===== config.mk =====
export PLATFORM = sky130hd
export DESIGN_NAME = intersection_phase_scheduler
export DESIGN_NICKNAME = d
export VERILOG_FILES = /design/src/rtl/intersection_phase_scheduler.sv
export SDC_FILE = /design/constraint.sdc
export NUM_CORES = 1
export LEC_CHECK = 0
export CORE_MARGIN = 3
export CORE_UTILIZATION = 54
export DETAILED_ROUTE_END_ITERATION = 10
export PLACE_DENSITY = 0.88
export SKIP_CTS_REPAIR_TIMING = 1
export SYNTH_ARGS = -nofsm -noshare
export SYNTH_HDL_FRONTEND = slang
export SYNTH_SLANG_ARGS = --single-unit

===== constraint.sdc =====
create_clock -name clk -period 3.45 [get_ports clk]
set_clock_uncertainty 0.05 [all_clocks]
set_input_delay 0.69 -clock clk [delete_from_list [all_inputs] [get_ports clk]]
set_output_delay 0.69 -clock clk [all_outputs]
set_load 0.005 [all_outputs]

===== src/rtl/intersection_phase_scheduler.sv =====
// Highway/country intersection phase scheduler with a latched pedestrian request.
// Moore FSM: lights decode the registered state; dwell times come from one in-state timer.
module intersection_phase_scheduler #(
    parameter int CNT_W     = 4,
    parameter int MIN_GREEN = 8,
    parameter int Y2R_DELAY = 3,
    parameter int R2G_DELAY = 2,
    parameter int MAX_CR    = 10,
    parameter int WALK_TIME = 6
) (
    input  logic       clk,
    input  logic       clear,
    input  logic       x,
    input  logic       ped_req,
    output logic [1:0] highway_road,
    output logic [1:0] country_road,
    output logic       walk,
    output logic       ped_pending,
    output logic [2:0] phase
);

    localparam logic [1:0] RED    = 2'd0;
    localparam logic [1:0] YELLOW = 2'd1;
    localparam logic [1:0] GREEN  = 2'd2;

    // A state with dwell D is left on the edge where timer == D-1.
    localparam logic [CNT_W-1:0] MIN_GREEN_LAST = CNT_W'(MIN_GREEN - 1);
    localparam logic [CNT_W-1:0] Y2R_LAST       = CNT_W'(Y2R_DELAY - 1);
    localparam logic [CNT_W-1:0] R2G_LAST       = CNT_W'(R2G_DELAY - 1);
    localparam logic [CNT_W-1:0] MAX_CR_LAST    = CNT_W'(MAX_CR - 1);
    localparam logic [CNT_W-1:0] WALK_LAST      = CNT_W'(WALK_TIME - 1);

    typedef enum logic [2:0] {
        HW_GREEN  = 3'd0,
        HW_YELLOW = 3'd1,
        ALL_RED   = 3'd2,
        CR_GREEN  = 3'd3,
        CR_YELLOW = 3'd4,
        PED_WALK  = 3'd5
    } state_t;

    state_t           state_q, state_d;
    logic [CNT_W-1:0] timer_q, timer_d;
    logic             from_hw_q, from_hw_d;
    logic             ped_pending_q, ped_pending_d;

    always_ff @(posedge clk) begin
        if (clear) begin
            state_q       <= HW_GREEN;
            timer_q       <= '0;
            from_hw_q     <= 1'b0;
            ped_pending_q <= 1'b0;
        end else begin
            state_q       <= state_d;
            timer_q       <= timer_d;
            from_hw_q     <= from_hw_d;
            ped_pending_q <= ped_pending_d;
        end
    end

    always_comb begin
        state_d   = state_q;
        from_hw_d = from_hw_q;
        case (state_q)
            HW_GREEN: begin
                if (timer_q >= MIN_GREEN_LAST && (x || ped_pending_q))
                    state_d = HW_YELLOW;
            end
            HW_YELLOW: begin
                if (timer_q == Y2R_LAST) begin
                    state_d   = ALL_RED;
                    from_hw_d = 1'b1;
                end
            end
            ALL_RED: begin
                // Pedestrian wins over the country car; after a country green the highway returns.
                if (timer_q == R2G_LAST) begin
                    if (!from_hw_q)
                        state_d = HW_GREEN;
                    else if (ped_pending_q)
                        state_d = PED_WALK;
                    else if (x)
                        state_d = CR_GREEN;
                    else
                        state_d = HW_GREEN;
                end
            end
            CR_GREEN: begin
                if (!x || timer_q == MAX_CR_LAST)
                    state_d = CR_YELLOW;
            end
            CR_YELLOW: begin
                if (timer_q == Y2R_LAST) begin
                    state_d   = ALL_RED;
                    from_hw_d = 1'b0;
                end
            end
            PED_WALK: begin
                if (timer_q == WALK_LAST)
                    state_d = ALL_RED;
            end
            default: begin
                state_d   = HW_GREEN;
                from_hw_d = 1'b0;
            end
        endcase

        if (state_d != state_q)
            timer_d = '0;
        else if (&timer_q)
            timer_d = timer_q;
        else
            timer_d = timer_q + 1'b1;

        // Presses during the walk, or on the edge entering it, are dropped.
        if (state_q == PED_WALK || state_d == PED_WALK)
            ped_pending_d = 1'b0;
        else
            ped_pending_d = ped_pending_q | ped_req;
    end

    always_comb begin
        highway_road = RED;
        country_road = RED;
        walk         = 1'b0;
        case (state_q)
            HW_GREEN:  highway_road = GREEN;
            HW_YELLOW: highway_road = YELLOW;
            CR_GREEN:  country_road = GREEN;
            CR_YELLOW: country_road = YELLOW;
            PED_WALK:  walk         = 1'b1;
            default:   ;
        endcase
    end

    assign ped_pending = ped_pending_q;
    assign phase       = state_q;

endmodule

; Word level (Yosys, flattened, before mapping)
; Cells that the tools add are included.
[op_classes]
addsub = 1
n_lt_le_gt_ge = 1
eq_ne = 13
mux = 15
bitwise = 2
reduce_logical = 12
[op_table]
columns = op, count
row1 = 2-to-1 mux 3 bit, 7
row2 = one-hot mux 3 bit (5 select lines), 1
row3 = "equality test 3 bit, second input constant", 3
row4 = one-hot mux 2 bit (2 select lines), 2
row5 = "equality test 3 x 2 -> 1 bit, second input constant", 2
row6 = OR reduction 2 bit, 3
row7 = "adder 4 x 1 -> 4 bit, second input constant", 1
row8 = "equality test 4 x 1 -> 1 bit, second input constant", 1
row9 = "equality test 4 x 2 -> 1 bit, second input constant", 1
row10 = "equality test 4 x 3 -> 1 bit, second input constant", 1
row11 = "equality test 4 bit, second input constant", 1
row12 = ">= comparator 4 x 3 -> 1 bit, second input constant", 1
row13 = "inequality test 2 bit, second input constant", 2
row14 = AND reduction 4 bit, 1
row15 = OR reduction 4 bit, 1
row16 = "equality test 3 x 1 -> 1 bit, second input constant", 1
row17 = logical NOT 3 bit, 1
row18 = logical OR 1 bit, 3
row19 = 2-to-1 mux 1 bit, 3
row20 = inequality test 3 bit, 1
row21 = one-hot mux 1 bit (3 select lines), 1
row22 = AND reduction 3 bit, 1
row23 = 2-to-1 mux 2 bit, 1
row24 = logical AND 1 bit, 1
row25 = other kinds (3), 3
[totals]
ff_bits = 9
inputBits = 4
out_inout_bits = 9
word_cells = 48

; Longest topological paths before layout
[logic_depth]
word_depth = 8
ltp_mapped = 6
mapped_depth_nobuf = 6

; Least setup slack after synthesis
; OpenSTA, ideal clock, no wires.
[synth_path]
kind = input to register
start = input x
end = register timer_q[0]
t_arrival_ps = 1485
setup_slack_ps = 1823
cell_stages = 4
path_buffers = 0
path_cell_list = nand3b_4 -> a2111oi_4 -> o21ba_4 -> nor4_1
[synth_via]
elab_chain_cells = 7
word_cells_on_any_way = 13
cone_classes = eq/ne (1) / mux (7) / reduce/logical (5)
[synth_rtl]
columns = item, line_no
row1 = "start, declared", 13  ; input logic x,
row2 = 2-to-1 mux 2 bit, 82  ; else if (x)
row3 = 2-to-1 mux 3 bit, 80  ; else if (ped_pending_q)
row4 = 2-to-1 mux 3 bit, 78  ; if (!from_hw_q)
row5 = 2-to-1 mux 3 bit, 77  ; if (timer_q == R2G_LAST) begin
row6 = one-hot mux 3 bit (5 select lines) (*), 64  ; case (state_q)
row7 = inequality test 3 bit (*), 108  ; if (state_d != state_q)
row8 = OR reduction 2 bit (no line) (*), -
row9 = "end signal, assigned", 55  ; timer_q <= timer_d;
row10 = "end, declared", 43  ; logic [CNT_W-1:0] timer_q, timer_d;
; Every way passes the cells marked *; elsewhere a longest branch is shown, timed or not.
; A chain may end at the register's enable or synchronous reset.

; Worst setup path after layout
[layout_path]
start = register state_q[0], in the netlist phase[0]
end = output walk
[layout_via]
elab_chain_cells = 2
[layout_rtl]
columns = item, line_no
row1 = "start, declared", 42  ; state_t state_q, state_d;
row2 = "start signal, assigned", 54  ; state_q <= state_d;
row3 = equality test 3 bit, 126  ; case (state_q)
row4 = 2-to-1 mux 1 bit, 126
row5 = "end, declared", 17  ; output logic walk,
; No other way between the ends.

==> impl_metrics.ini <==
[die]
die_area_um2 = 1810
initial_utilization_pct = 61.4
die-width_um = 42.5
row_count = 12
core-area_um2 = 1170
pin_count = 13
fp.dieH_um = 42.5

[cts]
clk_pin_slew_ns = 0.06
h-tree-depth = 1
clock_path_buffers = 2
cts_tree = built
clock_latency_ns = 0.26
cts_num_sinks = 9
cts-root-buf = clkbuf_4
numCtsBuffers = 3

[power]
vdd_drop_max_v = 0.000231
p_leak_nw = 0.287
fin_total_pwr_w = 0.000243
p_per_area_nw_per_um2 = 288

[worst_setup_path]
ff2ff_setup_slack_ns = 1.64
critPathKind = reg -> out
r2r_cells = 5
cp.arrival_ns = 1.84
r2r_start = timer_q[0]
startpoint_type = flip-flop
r2r-end = phase[0]
end_kind = primary output
crit_path_max_fanout = 12
cp.required_ns = 2.71

[global_route]
grt.total_usage_pct = 18.7
grt_first_pass_wirelength_mm = 2.55
antenna_found_initial = 0
grt_max_degree = 16
overflow = 0
grt_pass1_vias = 557

[min_path]
hold_path_end = ped_pending
worstHoldStart = ped_pending
whs_path_depth = 2
hold_class = reg -> reg

[routing]
routed_wl_mm = 1.48
drt_pass1_iterations = 4
met1_length_um = 700
dr_wl_met3_um = 69
vias = 652
drc_errors = 0
routed.top_layer = met4
drt-initial-drc-count = 15
antenna_left = 0
dr_wl_met2_um = 671
routed_via_density = 6.15
wl_per_cell_um = 13.9

[synth]
ys_async_sr_fraction_pct = 0
seq_area_frac_synth_pct = 25.0
ys_ff_latch = 9
syn_avg_cell_area_um2 = 8.77
synth_area_leaders = dfxtp_1, ha_1, a2111oi_4, nor3_1, nor4_1
synth_top_flop_cell = dfxtp_1
synth_cell_types = 40
synth_top_area_share_pct = 25.0
synth_top_area_cell = dfxtp_1
yosysMostFrequentCell = dfxtp_1
synth-edff-count = 0
ys_warn_count = 0
syn_nets = 89
netlist_top_cells_count = dfxtp_1, inv_1, nor2_1, nor3_1
synth_cells = 82
mappedNetlistArea_um2 = 719

[status]
outcome = complete, no violations

[layout]
drive_above_1_share_pct = 12.0
finish.utilization_pct = 71.9
num-nets-final = 100
area_growth_pct = 17.0
antenna_cells = 0

[timing]
drv_slew = 0
hold_viol_final = 0
layout_worst_path_cycle_share_pct = 74.7
tns_ns = 0
fmax_ghz = 0.388
hold-worst-slack_ns = 0.539
worst_slew_pin_slew_ns = 0.497
setup_viol = 0
slew_headroom_pct = 66.8
fin_crit_ns = 2.58
rsz0062_at_grt = false

[place]
gp_congestion = 0.850
port-buffer-count = 12
dp_hpwl_mm = 1.14

[flow_run]
cap_violations = 0
-- sequential cells by signal, summed over array words and instances (netlist names) --
| register | count |
|---|---|
| from_hw_q | 1 |
| ped_pending | 1 |
| timer_q | 4 |
| phase | 3 |
-- worst max-delay path by stage --
stage                         from          to  slack, ns  depth (start not counted)
after floorplan                  x  timer_q[0]       1.82                          4
after global placement           x  timer_q[0]       1.13                          5
final                     phase[0]        walk       0.87                          3
after global routing      phase[0]        walk       0.73                          3
after CTS                 phase[0]        walk       0.86                          3
after detailed placement         x  timer_q[1]       1.09                          5
-- layout by cell type (no fill, tap or decap), types with 2 or more instances in the layout --
cell and instances:
nand3b_1 2, clkbuf_4 3, nand2b_1 2, nand3_1 4, o21ai_0 2, nor4b_1 2
ha_1 3, nor2_1 5, dfxtp_1 9, nor4_1 4, clkdlybuf4s50_1 12, a31oi_1 2
a21oi_1 4, nor2b_1 2, xnor2_1 2, nor3_1 5, inv_1 6
-- power breakdown --
group	leakage (nW)	internal, W	switching, W	total [W]
sequential	0.0736	0.000110	0.0000109	0.000121
combinational	0.198	0.0000239	0.0000185	0.0000424
clock	0.0150	0.0000444	0.0000349	0.0000794
total	0.287	0.000178	0.0000644	0.000243
-- critical path, stage by stage (launching register included) --
cell and delay, ns:
dfxtp_1 0.57, inv_1 0.18, nor3_1 0.26, clkdlybuf4s50_1 0.56
-- area by class of cell --
class	instances	area, µm²
Tap cell	14	17.5
Multi-Input combinational cell	61	475
Sequential cell	9	180
Inverter	6	22.5
Fill cell	94	329
Timing Repair Buffer	12	120
Clock buffer	4	26.3
-- metrics by stage --
step	setup slack (ns)	std cells	area [µm²]
final	0.873	106	842
after global placement	1.13	102	816
after detailed placement	1.09	102	816
after CTS	0.862	106	842
after floorplan	1.82	82	719
after global routing	0.733	106	842
-- per-layer routing --
metal  global-route usage, %  up-vias
met2                    25.5       23
met5                       0        -
met1                    26.1      298
met3                    4.29        5
met4                    11.2        0
li1                        -      326
-- cell families (layout without fill, tap and decap cells) --
kind of cell               count (synthesis)  count (layout)  share of synthesized area (%)
adders and majority gates                  3               3                           5.22
DFF                                        9               9                           25.0
AOI/OAI and AO/OA                         20              20                           23.7
buffers and inverters                     12              22                           8.87
xor gates and xnor gates                   2               2                           2.44
muxes                                      1               1                           1.39
and+or+nand+nor                           35              35                           33.4
Power figures use the tool's default switching activity.
